[src/rtl/acc_alu_if.sv]
// Handshake and data bundle between the ALU sequencer, its controller and the accumulator.
interface acc_alu_if #(
  parameter int unsigned WIDTH = 8
);
  logic             start;
  logic [2:0]       opcode;
  logic [WIDTH-1:0] operand;
  logic [WIDTH-1:0] acc_q;
  logic [WIDTH-1:0] acc_d;
  logic             load_acc;
  logic             busy;
  logic             done;
  logic             carry;
  logic             zero;

  modport master (
    output start, opcode, operand, acc_q,
    input  acc_d, load_acc, busy, done, carry, zero
  );

  modport slave (
    input  start, opcode, operand, acc_q,
    output acc_d, load_acc, busy, done, carry, zero
  );
endinterface

[src/rtl/acc_alu_seq_n8.sv]
// Multi-cycle ALU sequencer feeding the accumulator (shift-add MUL, bit-serial SHL).
// Optional feature: define ACC_ALU_SAT_EN to make ADD/SUB saturate instead of wrapping.
module acc_alu_seq_n8 #(
  parameter int unsigned WIDTH = 8,
  parameter int unsigned CNT_W = 4
) (
  input  logic      clk,
  input  logic      reset,
  acc_alu_if.slave  bus
);

  localparam logic [2:0] OP_PASS = 3'd0;
  localparam logic [2:0] OP_ADD  = 3'd1;
  localparam logic [2:0] OP_SUB  = 3'd2;
  localparam logic [2:0] OP_AND  = 3'd3;
  localparam logic [2:0] OP_OR   = 3'd4;
  localparam logic [2:0] OP_XOR  = 3'd5;
  localparam logic [2:0] OP_MUL  = 3'd6;
  localparam logic [2:0] OP_SHL  = 3'd7;

  typedef enum logic [2:0] {IDLE, EXEC, MULT, SHIFT, WRITE} state_t;

  state_t               state_q, state_nxt;
  logic [2:0]           op_q, op_nxt;
  logic [WIDTH-1:0]     a_q, a_nxt;
  logic [WIDTH-1:0]     b_q, b_nxt;
  logic [2*WIDTH-1:0]   prod_q, prod_nxt;
  logic [CNT_W-1:0]     cnt_q, cnt_nxt;
  logic                 sc_q, sc_nxt;
  logic [WIDTH-1:0]     res_nxt;
  logic                 cy_nxt;
  logic [WIDTH:0]       sum_c, diff_c, mac_c;
  logic [2*WIDTH-1:0]   prod_step_c;

  // State, operand and result registers; handshake outputs follow the next state.
  always_ff @(posedge clk or negedge reset) begin
    if (!reset) begin
      state_q      <= IDLE;
      op_q         <= '0;
      a_q          <= '0;
      b_q          <= '0;
      prod_q       <= '0;
      cnt_q        <= '0;
      sc_q         <= 1'b0;
      bus.acc_d    <= '0;
      bus.carry    <= 1'b0;
      bus.zero     <= 1'b0;
      bus.load_acc <= 1'b0;
      bus.done     <= 1'b0;
      bus.busy     <= 1'b0;
    end else begin
      state_q      <= state_nxt;
      op_q         <= op_nxt;
      a_q          <= a_nxt;
      b_q          <= b_nxt;
      prod_q       <= prod_nxt;
      cnt_q        <= cnt_nxt;
      sc_q         <= sc_nxt;
      bus.load_acc <= (state_nxt == WRITE);
      bus.done     <= (state_nxt == WRITE);
      bus.busy     <= (state_nxt != IDLE);
      if (state_nxt == WRITE) begin
        bus.acc_d <= res_nxt;
        bus.carry <= cy_nxt;
        bus.zero  <= (res_nxt == '0);
      end
    end
  end

  // Next-state and datapath decode.
  always_comb begin
    state_nxt = state_q;
    op_nxt    = op_q;
    a_nxt     = a_q;
    b_nxt     = b_q;
    prod_nxt  = prod_q;
    cnt_nxt   = cnt_q;
    sc_nxt    = sc_q;
    res_nxt   = '0;
    cy_nxt    = 1'b0;

    sum_c       = {1'b0, a_q} + {1'b0, b_q};
    diff_c      = {1'b0, a_q} - {1'b0, b_q};
    // One shift-add step: low half starts as B and is consumed LSB first.
    mac_c       = {1'b0, prod_q[2*WIDTH-1:WIDTH]} + (prod_q[0] ? {1'b0, a_q} : '0);
    prod_step_c = {mac_c, prod_q[WIDTH-1:1]};

    unique case (state_q)
      IDLE: begin
        if (bus.start) begin
          op_nxt   = bus.opcode;
          a_nxt    = bus.acc_q;
          b_nxt    = bus.operand;
          prod_nxt = {WIDTH'(0), bus.operand};
          sc_nxt   = 1'b0;
          if (bus.opcode == OP_MUL) begin
            cnt_nxt   = CNT_W'(WIDTH);
            state_nxt = MULT;
          end else if (bus.opcode == OP_SHL) begin
            cnt_nxt   = CNT_W'(bus.operand[2:0]);
            state_nxt = SHIFT;
          end else begin
            state_nxt = EXEC;
          end
        end
      end

      EXEC: begin
        state_nxt = WRITE;
        case (op_q)
          // PASS loads the operand into the accumulator.
          OP_PASS: res_nxt = b_q;
          OP_ADD: begin
            cy_nxt  = sum_c[WIDTH];
`ifdef ACC_ALU_SAT_EN
            res_nxt = sum_c[WIDTH] ? '1 : sum_c[WIDTH-1:0];
`else
            res_nxt = sum_c[WIDTH-1:0];
`endif
          end
          OP_SUB: begin
            cy_nxt  = diff_c[WIDTH];
`ifdef ACC_ALU_SAT_EN
            res_nxt = diff_c[WIDTH] ? '0 : diff_c[WIDTH-1:0];
`else
            res_nxt = diff_c[WIDTH-1:0];
`endif
          end
          OP_AND:  res_nxt = a_q & b_q;
          OP_OR:   res_nxt = a_q | b_q;
          OP_XOR:  res_nxt = a_q ^ b_q;
          default: res_nxt = a_q;
        endcase
      end

      MULT: begin
        prod_nxt = prod_step_c;
        cnt_nxt  = cnt_q - CNT_W'(1);
        if (cnt_q == CNT_W'(1)) begin
          state_nxt = WRITE;
          res_nxt   = prod_step_c[WIDTH-1:0];
          cy_nxt    = |prod_step_c[2*WIDTH-1:WIDTH];
        end
      end

      SHIFT: begin
        if (cnt_q != '0) begin
          a_nxt   = {a_q[WIDTH-2:0], 1'b0};
          sc_nxt  = a_q[WIDTH-1];
          cnt_nxt = cnt_q - CNT_W'(1);
        end else begin
          state_nxt = WRITE;
          res_nxt   = a_q;
          cy_nxt    = sc_q;
        end
      end

      WRITE:   state_nxt = IDLE;
      default: state_nxt = IDLE;
    endcase
  end

endmodule

[src/flat_wrapper.sv]
// flat-port wrapper written by rule: the top's interface ports become plain ports
module acc_alu_seq_n8_flat 
#(
  parameter int unsigned WIDTH = 8,
  parameter int unsigned CNT_W = 4
)
  (clk, reset, bus_start, bus_opcode, bus_operand, bus_acc_q, bus_acc_d, bus_load_acc, bus_busy, bus_done, bus_carry, bus_zero);
  acc_alu_if #(.WIDTH(WIDTH)) bus_i ();
  input  logic clk;
  input  logic reset;
  input wire logic [$bits(bus_i.start)-1:0] bus_start;
  input wire logic [$bits(bus_i.opcode)-1:0] bus_opcode;
  input wire logic [$bits(bus_i.operand)-1:0] bus_operand;
  input wire logic [$bits(bus_i.acc_q)-1:0] bus_acc_q;
  output wire logic [$bits(bus_i.acc_d)-1:0] bus_acc_d;
  output wire logic [$bits(bus_i.load_acc)-1:0] bus_load_acc;
  output wire logic [$bits(bus_i.busy)-1:0] bus_busy;
  output wire logic [$bits(bus_i.done)-1:0] bus_done;
  output wire logic [$bits(bus_i.carry)-1:0] bus_carry;
  output wire logic [$bits(bus_i.zero)-1:0] bus_zero;
  assign bus_i.start = bus_start;
  assign bus_i.opcode = bus_opcode;
  assign bus_i.operand = bus_operand;
  assign bus_i.acc_q = bus_acc_q;
  assign bus_acc_d = bus_i.acc_d;
  assign bus_load_acc = bus_i.load_acc;
  assign bus_busy = bus_i.busy;
  assign bus_done = bus_i.done;
  assign bus_carry = bus_i.carry;
  assign bus_zero = bus_i.zero;
  acc_alu_seq_n8 #(.WIDTH(WIDTH), .CNT_W(CNT_W)) u_core (.clk(clk), .reset(reset), .bus(bus_i));
endmodule
[config.mk]
export PLATFORM = sky130hd
export DESIGN_NAME = acc_alu_seq_n8_flat
export DESIGN_NICKNAME = d
export VERILOG_FILES = /design/src/rtl/acc_alu_if.sv /design/src/rtl/acc_alu_seq_n8.sv /design/src/flat_wrapper.sv
export SDC_FILE = /design/constraint.sdc
export NUM_CORES = 1
export LEC_CHECK = 0
export CAP_MARGIN = 40
export CORE_MARGIN = 2
export CORE_UTILIZATION = 40
export CTS_BUF_LIST = sky130_fd_sc_hd__clkbuf_16
export CTS_CLUSTER_DIAMETER = 120
export DETAILED_ROUTE_END_ITERATION = 16
export RECOVER_POWER = 100
export SYNTH_ARGS = -nofsm -noshare
export SYNTH_HDL_FRONTEND = slang
export SYNTH_SLANG_ARGS = --single-unit
[constraint.sdc]
create_clock -name clk -period 3.9 [get_ports clk]
set_input_delay 1.17 -clock clk [delete_from_list [all_inputs] [get_ports clk]]
set_output_delay 1.17 -clock clk [all_outputs]
set_load 0.01 [all_outputs]
==> flow_summary.yaml <==
status:
  run_status: "finished, final reports clean"
power:
  power.internal_mw: 2.20
  vdd_drop_max_uv: 409
  netSwitchingPower_mw: 2.21
  power.share.switching_pct: 50.1
  power_leakage_nw: 2.16
  p_comb_share_pct: 63.4
  p_clk_share_pct: 10.7
  p_per_area_nw_per_um2: 936
  pwr-share-seq_pct: 25.9
floorplanning:
  core_area_um2: 10200
  initial_core_util_pct: 40.8
  io_pins: 35
  die_area_um2: 11300
  die_w_um: 106
  placementRows: 37
  die_y_um: 106
route:
  via_count: 3830
  postRouteAntennaNets: 0
  routed_via_density: 5.90
  drt_iter0_drc: 326
  dr.pass1.iters: 6
  drc: 0
  wl_um: 12500
  routed.top_layer: "met4"
  wl_per_cell_um: 19.3
  route.met2.wl_um: 5970
  dr_wl_met3_um: 665
  m1WireLength_um: 5530
synth:
  synthFlopType: "dfrtp_1"
  synthesis.nets: 548
  ys_types: 69
  async_reset_ff_share_pct: 100
  synth_area_per_cell_um2: 8.55
  synth_seq_area_share_pct: 32.9
  ys_warn_count: 0
  synth_area_um2: 4180
  synth_edf_count: 0
  syn_inst: 489
  ys_seq_elements: 55
critical_path:
  crit_path_start_kind: "primary input"
  cp.required_ps: 4060
  cp.arrival_ps: 3410
  endpoint_kind: "flop"
  critPathMaxFanout: 25
  path_class: "in2reg"
cells_and_area:
  fin_nets: 571
  diodes: 0
  final_common_cell: "dfrtp_1"
  syn_to_final_growth_pct: 12.9
  multi_input_area_um2: 2520
  regArea_um2: 1380
  layout_common_cells: "55 x dfrtp_1, 47 x a21oi_1, 46 x nand2_1"
  drive_gt1_share_pct: 4.48
  fill_cells: 1003
  utilization_pct: 46.1
timing:
  hold_viol: 0
  maxSlewViolCount: 0
  hold-worst-slack_ps: 482
  post-route-period-util_pct: 83.3
  maxSlewHeadroom_pct: 30.4
  post-route-min-period_ps: 3250
  fin_worst_skew_ps: 4.89
  finalSetupViolations: 0
  rsz0062_at_grt: "no"
  fmax_mhz: 308
  tns_ps: 0
  setup_slack_ps: 649
  tightest_slew_ps: 1040
clock_network:
  clk_latency_ps: 300
  path_clk_slew_ps: 80
  clockRootBuffer: "clkbuf_16"
  cts_tree: "done"
  numCtsBuffers: 5
  cts_num_sinks: 55
  cts.repair.resized: 0
  ctsHoldBuffers: 0
  postCtsSetupRepairBufs: 0
  htree_levels: 2
  ctsLongestPathBuffers: 2
grt:
  grt_max_degree: 38
  grt_pass1_vias: 3749
  grt_overflow_total: 0
  grtUsageTotal_pct: 22.7
  antenna_found_initial: 0
  grt_pass1_wl_um: 20100
placed_design:
  globalplace.congestion: 0.902
  io_buffers: 34
  dp_hpwl_um: 9480
  place_ws_ps: 842
worst_hold_path:
  hp-class: "reg2reg"
job:
  cap_violations: 0
## through the flow
stage | power [mW] | cells | instance area [µm²]
global placement | 3.91 | 641 | 4590
detailed placement | 3.93 | 641 | 4590
global route | 4.79 | 649 | 4720
finish | 4.42 | 649 | 4720
CTS | 4.43 | 649 | 4740
floorplan | 3.16 | 489 | 4180
## final timing paths
kind	from	end	slack (ps)	depth (start not counted)
worst max register to register	u_core.state_q[0]	u_core.bus.zero	690	8
worst min-delay path	u_core.bus.acc_d[4]	u_core.bus.acc_d[4]	480	2
worst max-delay path	bus_start	u_core.prod_q[8]	650	6
min in group asynchronous	reset	u_core.prod_q[13]	1020	1
max in group asynchronous	reset	u_core.a_q[2]	1320	2
worst min register to register	u_core.bus.acc_d[4]	u_core.bus.acc_d[4]	480	2
## synthesized netlist by cell type, types with 4 or more instances
master,n,area (µm²)
dfrtp_1,55,1380
a21oi_1,47,235
nand2_1,46,173
o21ai_0,38,190
nor2_1,37,139
ha_1,34,425
inv_1,34,128
clkbuf_1,12,45.0
nor3_1,11,55.1
a21o_1,10,75.1
a211oi_1,8,60.1
a21boi_0,8,60.1
and2_1,8,50.1
nand2b_1,7,43.8
o31ai_1,7,52.6
a22o_1,6,52.6
nor2b_1,6,37.5
a221o_1,5,50.1
a22oi_1,5,37.5
nand3b_1,5,37.5
nor3b_1,5,37.5
xnor2_1,5,43.8
buf_6,4,45.0
o21a_1,4,30.0
o41ai_1,4,35.0
xor2_1,4,35.0
## layer usage
metal,vias up,track usage [%]
met5,-,0
met4,0,7.33
met3,28,3.49
met2,132,37.5
met1,1878,30.5
li1,1792,-
## worst max-delay path, stage by stage
cell and delay [ps]:
dlygate4sd3_1 550, nor4b_4 220, clkbuf_1 810, nor2_1 400, nand2_1 160, o31ai_1 90
## sequential cells by signal (all words and copies together), names as in the netlist
name	cells
u_core.prod_q	16
u_core.bus.busy	1
u_core.op_q	3
u_core.a_q	8
u_core.bus.acc_d	8
u_core.bus.carry	1
u_core.state_q	3
u_core.bus.load_acc	1
u_core.cnt_q	4
u_core.b_q	8
u_core.bus.zero	1
u_core.sc_q	1
## power by group through the flow
stage | clock network, mW | registers, mW | logic (mW)
floorplan | 0 | 1.04 | 2.12
global placement | 0 | 1.14 | 2.77
detailed placement | 0 | 1.15 | 2.78
CTS | 0.484 | 1.14 | 2.81
global route | 0.501 | 1.18 | 3.11
finish | 0.472 | 1.14 | 2.80
## cells by family after synthesis
kind of cell	synth area share [%]
xor+xnor	1.89
flops	32.9
fa+ha+maj	11.6
buf+inv	6.95
simple gates	19.0
mux	0.749
compound gates	26.9
## cell type report
class | count | area share (%)
clock inverters | 3 | 0.504
well taps | 136 | 3.61
inverters | 35 | 2.78
flip-flops and latches | 55 | 29.2
clock buffers | 5 | 2.65
multi-input cells | 374 | 53.3
repair buffers | 41 | 7.98
Note: power is estimated with default switching activity, not from simulation.
